$ cat src/rtl/vc_fifo_pkg.sv
// Shared helpers and constants for the virtual-channel FIFO bank.
// Sizing functions, reset-default thresholds and the counter update encoding.
package vc_fifo_pkg;

  typedef enum logic [1:0] {
    CNT_HOLD,
    CNT_INC,
    CNT_DEC
  } cnt_op_e;

  function automatic int unsigned clog2(input int unsigned value);
    int unsigned r;
    r = 0;
    while ((32'd1 << r) < value) r++;
    return r;
  endfunction

  function automatic int unsigned depth_of(input int unsigned addr_w);
    return 32'd1 << addr_w;
  endfunction

  // One extra bit so the counter can represent a completely full FIFO.
  function automatic int unsigned cnt_w_of(input int unsigned addr_w);
    return clog2(depth_of(addr_w)) + 1;
  endfunction

  function automatic int unsigned AF_DEFAULT(input int unsigned depth);
    return depth - 1;
  endfunction

  function automatic int unsigned AE_DEFAULT(input int unsigned depth);
    return (depth > 0) ? 1 : 0;
  endfunction

endpackage

$ cat src/rtl/vc_fifo_core.sv
// Single virtual-channel FIFO: memory, pointers, occupancy counter,
// programmable almost flags, registered read port and sticky error flags.
module vc_fifo_core
  import vc_fifo_pkg::*;
#(
  parameter int unsigned DATA_W = 6,
  parameter int unsigned ADDR_W = 4,
  localparam int unsigned CNT_W = cnt_w_of(ADDR_W)
) (
  input  logic              clk,
  input  logic              i_reset,
  input  logic              i_init,
  input  logic [CNT_W-1:0]  i_umbral_af,
  input  logic [CNT_W-1:0]  i_umbral_ae,
  input  logic              i_wr_en,
  input  logic [DATA_W-1:0] i_data,
  input  logic              i_rd_en,
  output logic [DATA_W-1:0] o_data,
  output logic              o_valid,
  output logic [DATA_W-1:0] o_head,
  output logic              o_full,
  output logic              o_empty,
  output logic              o_almost_full,
  output logic              o_almost_empty,
  output logic              o_overflow_err,
  output logic              o_underflow_err
);

  localparam int unsigned DEPTH = depth_of(ADDR_W);

  logic [DATA_W-1:0] r_mem [DEPTH];
  logic [ADDR_W-1:0] r_wr_ptr;
  logic [ADDR_W-1:0] r_rd_ptr;
  logic [CNT_W-1:0]  r_cnt;
  logic [CNT_W-1:0]  r_af_thr;
  logic [CNT_W-1:0]  r_ae_thr;
  logic [DATA_W-1:0] r_data;
  logic              r_valid;
  logic              r_ovf;
  logic              r_unf;

  logic    w_clear;
  logic    w_full;
  logic    w_empty;
  logic    w_wa;
  logic    w_ra;
  cnt_op_e w_op;

  assign w_clear = i_reset | i_init;
  assign w_full  = (r_cnt == CNT_W'(DEPTH));
  assign w_empty = (r_cnt == '0);
  // A full FIFO still accepts a write when a read frees a slot in the same cycle.
  assign w_wa    = i_wr_en & (~w_full | i_rd_en);
  assign w_ra    = i_rd_en & ~w_empty;

  always_comb begin
    w_op = CNT_HOLD;
    if (w_wa && !w_ra)      w_op = CNT_INC;
    else if (w_ra && !w_wa) w_op = CNT_DEC;
  end

  always_ff @(posedge clk) begin
    if (!w_clear && w_wa) r_mem[r_wr_ptr] <= i_data;
  end

  always_ff @(posedge clk) begin
    if (w_clear) begin
      r_wr_ptr <= '0;
      r_rd_ptr <= '0;
      r_cnt    <= '0;
      r_data   <= '0;
      r_valid  <= 1'b0;
      r_ovf    <= 1'b0;
      r_unf    <= 1'b0;
      r_af_thr <= i_reset ? CNT_W'(AF_DEFAULT(DEPTH)) : i_umbral_af;
      r_ae_thr <= i_reset ? CNT_W'(AE_DEFAULT(DEPTH)) : i_umbral_ae;
    end else begin
      if (w_wa) r_wr_ptr <= r_wr_ptr + ADDR_W'(1);
      if (w_ra) begin
        r_data   <= r_mem[r_rd_ptr];
        r_rd_ptr <= r_rd_ptr + ADDR_W'(1);
      end
      r_valid <= w_ra;
      case (w_op)
        CNT_INC: r_cnt <= r_cnt + CNT_W'(1);
        CNT_DEC: r_cnt <= r_cnt - CNT_W'(1);
        default: r_cnt <= r_cnt;
      endcase
      if (i_wr_en && w_full && !i_rd_en) r_ovf <= 1'b1;
      if (i_rd_en && w_empty)            r_unf <= 1'b1;
    end
  end

  assign o_data          = r_data;
  assign o_valid         = r_valid;
  assign o_head          = r_mem[r_rd_ptr];
  assign o_overflow_err  = r_ovf;
  assign o_underflow_err = r_unf;
  assign o_full          = ~w_clear & w_full;
  assign o_empty         = w_clear | w_empty;
  assign o_almost_full   = ~w_clear & (r_cnt >= r_af_thr) & ~w_full;
  assign o_almost_empty  = ~w_clear & (r_cnt <= r_ae_thr) & ~w_empty;

endmodule

$ cat src/rtl/vc_fifo_bank.sv
// Bank of NUM_VC independent virtual-channel FIFOs sharing only the clock,
// reset and init; per-channel signals are slices of flattened buses.
module vc_fifo_bank
  import vc_fifo_pkg::*;
#(
  parameter int unsigned DATA_W = 6,
  parameter int unsigned ADDR_W = 4,
  parameter int unsigned NUM_VC = 2,
  localparam int unsigned CNT_W = cnt_w_of(ADDR_W)
) (
  input  logic                       clk,
  input  logic                       reset,
  input  logic                       init,
  input  logic [NUM_VC*CNT_W-1:0]    umbral_af,
  input  logic [NUM_VC*CNT_W-1:0]    umbral_ae,
  input  logic [NUM_VC-1:0]          wr_en,
  input  logic [NUM_VC*DATA_W-1:0]   data_in,
  input  logic [NUM_VC-1:0]          rd_en,
  output logic [NUM_VC*DATA_W-1:0]   data_out,
  output logic [NUM_VC-1:0]          valid_out,
  output logic [NUM_VC*DATA_W-1:0]   head_data,
  output logic [NUM_VC-1:0]          full,
  output logic [NUM_VC-1:0]          empty,
  output logic [NUM_VC-1:0]          almost_full,
  output logic [NUM_VC-1:0]          almost_empty,
  output logic [NUM_VC-1:0]          overflow_err,
  output logic [NUM_VC-1:0]          underflow_err
);

  for (genvar v = 0; v < NUM_VC; v++) begin : g_vc
    vc_fifo_core #(
      .DATA_W(DATA_W),
      .ADDR_W(ADDR_W)
    ) u_core (
      .clk            (clk),
      .i_reset        (reset),
      .i_init         (init),
      .i_umbral_af    (umbral_af[v*CNT_W +: CNT_W]),
      .i_umbral_ae    (umbral_ae[v*CNT_W +: CNT_W]),
      .i_wr_en        (wr_en[v]),
      .i_data         (data_in[v*DATA_W +: DATA_W]),
      .i_rd_en        (rd_en[v]),
      .o_data         (data_out[v*DATA_W +: DATA_W]),
      .o_valid        (valid_out[v]),
      .o_head         (head_data[v*DATA_W +: DATA_W]),
      .o_full         (full[v]),
      .o_empty        (empty[v]),
      .o_almost_full  (almost_full[v]),
      .o_almost_empty (almost_empty[v]),
      .o_overflow_err (overflow_err[v]),
      .o_underflow_err(underflow_err[v])
    );
  end

endmodule

$ cat config.mk
export PLATFORM = sky130hd
export DESIGN_NAME = vc_fifo_bank
export DESIGN_NICKNAME = d
export VERILOG_FILES = /design/src/rtl/vc_fifo_pkg.sv /design/src/rtl/vc_fifo_core.sv /design/src/rtl/vc_fifo_bank.sv
export SDC_FILE = /design/constraint.sdc
export NUM_CORES = 1
export LEC_CHECK = 0
export ABC_AREA = 1
export CAP_MARGIN = 5
export CORE_MARGIN = 2
export CORE_UTILIZATION = 50
export DETAILED_ROUTE_END_ITERATION = 10
export PLACE_DENSITY = 0.74
export SKIP_CTS_REPAIR_TIMING = 1
export SLEW_MARGIN = 20
export SYNTH_ARGS = -nofsm -noshare
export SYNTH_HDL_FRONTEND = slang
export SYNTH_SLANG_ARGS = --single-unit
$ cat constraint.sdc
create_clock -name clk -period 2.8 [get_ports clk]
set_input_delay 0.56 -clock clk [delete_from_list [all_inputs] [get_ports clk]]
set_output_delay 0.56 -clock clk [all_outputs]
set_load 0.1 [all_outputs]
==> metrics.cfg, run 1 <==
[floorplan]
rows = 56
die_w_um = 159
core_area_um2 = 23500
initial_core_util_pct = 51.2
die_h_um = 159
io_pins = 77
dieArea_um2 = 25400

[critical_path]
r2r_cells = 16
crit_path_start_kind = register
arrival_ns = 2.13
path_cells = inv_6 -> buf_4 -> nand2_1 -> nand3_1 -> nand3_1 -> nand3_1 -> nand2_1 -> buf_12
crit_path_frequent_cell = nand3_1
path_depth = 8
cp_top_family = simple AND/OR/NAND/NOR gates
rr_startpoint = g_vc[0].u_core.r_cnt[2]
max_stage_delay_ns = 0.46
crit_buf_inv = 3
required_ns = 2.24
endpoint_kind = output pin
critPathSlowestCell = dfxtp_1
crit_type = register to output pin
cp_max_fo = 26

[clock_network]
htreeDepth = 1
clk_latency_ns = 0.53
tritoncts = built
numCtsBuffers = 29
cts.path.max_buffers = 3
root_buffer = clkbuf_16
clock-sinks = 264
clk_pin_slew_ns = 0.06

[route]
route.vias.total = 8665
drc = 0
initialDrtViolationCount = 764
vias_per_cell = 5.08
routedWlPerCell_um = 15.1
routed_wl_um = 25800
antenna_left = 0
drtPass1Iterations = 5

[global_route]
grt_max_degree = 49
grt_pass1_vias = 8405
antenna_found_initial = 0
grt_overflow_total = 0
grt_usage_pct = 20.2
grt_pass1_wl_um = 41800

[synth]
yosysWarnings = 0
syn_area_per_cell_um2 = 9.45
synth_seq_area_share_pct = 61.4
ys_types = 28
yosys.area.top_type = edfxtp_1
synthArstFlopShare_pct = 0
postSynthCellCount = 1277
synth_ff_type = edfxtp_1
syn_nets = 1354
synth_area_um2 = 12100
synth_edf_count = 212
synth_seq_cells = 264
synth.top_cells.by_area = edfxtp_1 (53%), nand2_1 (12%), dfxtp_1 (8.6%)
netlist.area_leader.share_pct = 52.8

[timing]
hold_violations = 0
fin_crit_sh_pct = 96.2
report.final.slew_viol_count = 0
tightest_slew_ns = 0.800
setup_ws_ns = 0.106
skew_ns = 0.0115
finalSetupViolCount = 0
slew-limit-headroom_pct = 46.5
fmax_mhz = 371
final.min_clock_period_ns = 2.69
rsz0062_at_grt = no

[run]
maxCapViolCount = 0

[layout]
multiInputGateArea_um2 = 3620
fin_nets = 1442
regArea_um2 = 7410
num_antenna_cells = 0
drive_gt1_share_pct = 9.95
final_cell_area_um2 = 14300
nFillCells = 1919
area_delta_synth_final_pct = 18.6

[min_path]
hp-class = register to register
holdPathStages = 2
min-delay-start = g_vc[1].u_core.r_rd_ptr[2]

[power]
p_per_area_nw_per_um2 = 636
peakVddDrop_mv = 0.440
cellLeakagePower_uw = 0.00617

[place]
routabilityCongestion = 0.865
dp_worst_setup_slack_ns = 0.175
hpwl_um = 16900
port_buffers = 76
placed_area_um2 = 13400

[outcome]
status = complete, no violations

-- area by class of cell --
type                    instances  share of cell area [%]
clock buffers                  42                    5.69
clock inverters                11                   0.498
inverters                     187                    4.98
multi-input cells             767                    25.3
flip-flops and latches        264                    51.8
well taps                     319                    2.79
repair buffers                116                    8.99
-- synth_stat cells (8+ instances only) --
cell	instances
dfxtp_1	52
buf_2	21
or2_2	10
a21oi_1	34
clkbuf_1	13
edfxtp_1	212
xor2_1	8
ha_1	38
buf_4	23
nand2_1	387
inv_1	184
nand3_1	154
nor2_1	94
o21ai_0	16
-- worst min-delay path, delay by kind of cell (launching register included) --
kind	cells	cell delay, ns
compound gates	1	0.06
buf+inv	1	0.05
flops	1	0.33
-- power breakdown --
| group | switching, µW | internal (µW) | leakage [µW] | total, µW |
|---|---|---|---|---|
| Combinational | 837 | 397 | 0.00340 | 1230 |
| Sequential | 49.6 | 4310 | 0.00235 | 4360 |
| Clock | 1480 | 2020 | 0.000423 | 3500 |
| Total | 2370 | 6720 | 0.00617 | 9100 |
-- routing by layer --
layer | wire, µm | up-vias | track usage [%]
li1 | - | 4287 | -
met1 | 11400 | 4037 | 27.2
met2 | 12200 | 294 | 34.3
met3 | 1680 | 47 | 3.33
met4 | 535 | 0 | 5.33
met5 | 0 | - | 0
-- flip-flops by register name, summed over array words and instances (netlist names), named ones only --
name / count
g_vc.u_core.o_underflow_err: 2
g_vc.u_core.o_data: 12
g_vc.u_core.r_wr_ptr: 8
g_vc.u_core.r_cnt: 10
g_vc.u_core.o_overflow_err: 2
g_vc.u_core.r_ae_thr: 10
g_vc.u_core.r_rd_ptr: 8
g_vc.u_core.o_valid: 2
g_vc.u_core.r_mem: 192
g_vc.u_core.r_af_thr: 10
-- through the flow --
stage	setup TNS (ns)	cells	utilization, %	total power [µW]	hold WS (ns)
6_report	0	1706	60.8	9100	0.483
5_1_grt	0	1706	60.8	9440	0.519
4_1_cts	-0.280	1704	60.5	9160	0.482
3_5_place_dp	0	1651	56.7	5660	0.466
3_3_place_gp	0	1651	56.7	5630	0.461
2_1_floorplan	0	1277	-	5250	0.438
-- cells by family (layout without fill, tap and decap cells) --
logic type,count (synthesis),in the layout,share of synthesized area [%]
XOR/XNOR,12,12,0.871
AO/OA/AOI/OAI,60,60,2.70
buffers and inverters,246,356,8.59
AND/OR/NAND/NOR,657,657,22.5
flip-flops,264,264,61.4
adder cells (fa/ha/maj),38,38,3.94
-- final timing paths --
check	end	slack (ns)
max	head_data[1]	0.11
min	register	0.48
max reg2reg	g_vc[0].u_core.r_cnt[4]	0.35
min reg2reg	register	0.48
-- cells in the final DEF, fill, tap and decap left out, drive strengths merged --
cell type      synthesis  routed
nand2                389     389
edfxtp               212     212
inv                  186     187
nand3                154     154
nor2                  95      95
buf                   46      78
dfxtp                 52      52
clkbuf                13      42
ha                    38      38
clkdlybuf4s50          0      38
a21oi                 34      34
o21ai                 16      16
or2                   10      10
xor2                   8       8
clkinv                 1       6
clkinvlp               0       5
nand4                  4       4
xnor2                  4       4
nor3                   3       3
a211oi                 2       2
o221ai                 2       2
a21boi                 2       2
a31oi                  2       2
o21bai                 2       2
nand3b                 2       2
Power figures use the tool's default switching activity.
==> run 2, diff against run 1 <==
ABC_CLOCK_PERIOD_IN_PS = 2800   (was default)
CTS_CLUSTER_SIZE = 28   (was default)
==> results of run 2 <==
No change in the layout: final DEF, timing and power equal those of run 1.
==> run 3, diff against run 2 <==
--- a/config.mk
+++ b/config.mk
@@ -12,2 +12,3 @@
 export CORE_UTILIZATION = 50
+export CTS_BUF_LIST = sky130_fd_sc_hd__clkbuf_4 sky130_fd_sc_hd__clkbuf_8
 export CTS_CLUSTER_SIZE = 28
--- a/constraint.sdc
+++ b/constraint.sdc
@@ -3,2 +3,2 @@
 set_output_delay 0.56 -clock clk [all_outputs]
-set_load 0.1 [all_outputs]
+set_load 0.05 [all_outputs]
==> run 3 against run 2 <==
- setup slack got worse by 0.0037 ns
- hold slack got worse by 0.00087 ns
- largest power group unchanged
- total power decreased by 4.7%
- core utilization decreased by 0.32 points
- count of clock-buffer cells in the layout increased by 19
==> metrics.cfg, run 3 (same netlist as run 1, synthesis figures left out) <==
[critical_path]
r2r_slack_ns = 0.36  ; about the same
required_ns = 2.24  ; about the same
r2r_end = g_vc[0].u_core.r_cnt[4]
r2r_cells = 16  ; unchanged
crit_type = register to output pin
rr_startpoint = g_vc[0].u_core.r_cnt[2]
crit_end = head_data[11]
arrival_ns = 2.14  ; about the same
endpoint_kind = output pin
cp_max_fo = 48  ; +85%
crit_path_start_kind = register

[floorplan]
die_h_um = 159  ; unchanged
dieArea_um2 = 25400  ; unchanged
rows = 56  ; unchanged
io_pins = 77  ; unchanged
die_w_um = 159  ; unchanged
initial_core_util_pct = 51.2  ; unchanged
core_area_um2 = 23500  ; unchanged

[power]
swShare_pct = 25.2  ; -0.85 points
cellLeakagePower_uw = 0.00613  ; -0.64%
p_total_uw = 8670  ; -4.7%
power_frac_seq_pct = 50.3  ; +2.4 points
p_per_area_nw_per_um2 = 609  ; -4.2%
power_switching_uw = 2190  ; -7.8%
clkPwrFrac_pct = 37.5  ; -1.0 points
peakVddDrop_mv = 0.367  ; -17%
pwr-share-comb_pct = 12.2  ; -1.4 points
internal-power_uw = 6480  ; -3.6%

[layout]
drive_gt1_share_pct = 10.6  ; +0.60 points
fin_nets = 1455  ; +0.90%
top_register = g_vc.u_core.r_mem
final_common_cell = nand2_1
num_antenna_cells = 0  ; unchanged
largest_reg_flops = 192  ; unchanged
final_cell_mix = nand2_1 (387), edfxtp_1 (212), inv_1 (182), nand3_1 (154), nor2_1 (94)
final_cell_area_um2 = 14200  ; -0.52%
instances_no_fill = 1731  ; +1.5%
post-route-util_pct = 60.5  ; -0.32 points
area_delta_synth_final_pct = 18.0

[clock_network]
root_buffer = clkbuf_8
numCtsBuffers = 42  ; +45%
cts.path.max_buffers = 3  ; unchanged
clock-sinks = 264  ; unchanged
clk_pin_slew_ns = 0.06  ; about the same
tritoncts = built
clk_latency_ns = 0.55  ; +0.02 ns
htreeDepth = 2  ; +1

[place]
placed_area_um2 = 13400  ; +0.17%
hpwl_um = 17100  ; +1.3%
port_buffers = 76  ; unchanged
routabilityCongestion = 0.858  ; -0.76%
dp_worst_setup_slack_ns = 0.160  ; -0.0155 ns
placedCellCount = 1653  ; +0.12%

[route]
routed_wl_um = 26000  ; +0.97%
route.vias.total = 8718  ; +0.61%
drtPass1Iterations = 5  ; unchanged
routedWlPerCell_um = 15.0  ; -0.48%
vias_per_cell = 5.04  ; -0.84%
antenna_left = 0  ; unchanged
initialDrtViolationCount = 680  ; -11%
drc = 0  ; unchanged

[timing]
slew-limit-headroom_pct = 46.1  ; -0.41 points
hold_violations = 0  ; unchanged
finalSetupViolCount = 0  ; unchanged
report.final.slew_viol_count = 0  ; unchanged
final.min_clock_period_ns = 2.70  ; +0.00369 ns
fin_crit_sh_pct = 96.3  ; +0.13 points
setup_ws_ns = 0.102  ; -0.00369 ns
tightest_slew_ns = 0.806  ; +0.00607 ns
skew_ns = 0.0232  ; +0.0117 ns
fmax_mhz = 371  ; -0.14%

[global_route]
grt_pass1_wl_um = 42500  ; +1.7%
grt_overflow_total = 0  ; unchanged
grt_pass1_vias = 8650  ; +2.9%
antenna_found_initial = 0  ; unchanged
grt_max_degree = 49  ; unchanged
grt_usage_pct = 20.8  ; +0.54 points

[run]
maxCapViolCount = 0  ; unchanged

[outcome]
status = complete, no violations

[min_path]
hp-class = register to register

[run 3: changes by cell type in the layout (fill, tap and decap cells not counted), sizes merged]
cell	delta
buf	-18
bufinv	+1
clkbuf	+19
clkdlybuf4s50	+18
clkinv	+8
clkinvlp	-3
[run 3: per-layer routing]
layer	GRT usage [%]	vias to the layer above	routed length (µm)	share of wire [%]
met5	0	-	0	0
met2	34.7	303	12300	47
met4	6.86	0	629	2.4
met1	27.0	4045	11200	43
met3	4.64	55	1950	7.5
li1	-	4315	-	-
[run 3: through the flow]
step	hold slack, ns	TNS [ns]
after floorplan	0.438	0
after global placement	0.457	0
after detailed placement	0.461	0
after CTS	0.484	0
after global routing	0.500	-0.00751
final	0.483	0
[run 3: critical path, stage by stage, from the launching register on]
cell and delay, ns:
dfxtp_1 0.42, buf_6 0.37, nand2_1 0.15, nand2_1 0.11, nand2_1 0.05, nand3_1 0.09
nand3_1 0.12, nand2_1 0.15, buf_12 0.15
[run 3: power by group through the flow]
stage,clock (µW),sequential (µW),combinational (µW)
4_1_cts,3310,4360,1060
3_5_place_dp,0,4440,1060
3_3_place_gp,0,4440,1040
6_report,3250,4360,1060
5_1_grt,3490,4370,1170
2_1_floorplan,0,4460,635
[run 3: cell type report]
class	instances	area (µm²)
Clock buffer	61	733
Multi-Input combinational cell	767	3620
Tap cell	319	399
Fill cell	1990	9310
Inverter	187	712
Clock inverter	17	106
Sequential cell	264	7410
Timing Repair Buffer	116	1260
[run 3: worst min path at each step]
stage                                               from                        endpoint  slack, ns  cells past startpoint
after floorplan            g_vc[0].u_core.o_overflow_err   g_vc[0].u_core.o_overflow_err       0.44                      2
after global placement    g_vc[1].u_core.o_underflow_err  g_vc[1].u_core.o_underflow_err       0.46                      2
after detailed placement   g_vc[0].u_core.o_overflow_err   g_vc[0].u_core.o_overflow_err       0.46                      2
after CTS                 g_vc[1].u_core.o_underflow_err  g_vc[1].u_core.o_underflow_err       0.48                      2
after global routing      g_vc[1].u_core.o_underflow_err  g_vc[1].u_core.o_underflow_err       0.50                      2
final                         g_vc[0].u_core.r_rd_ptr[2]      g_vc[0].u_core.r_rd_ptr[2]       0.48                      2
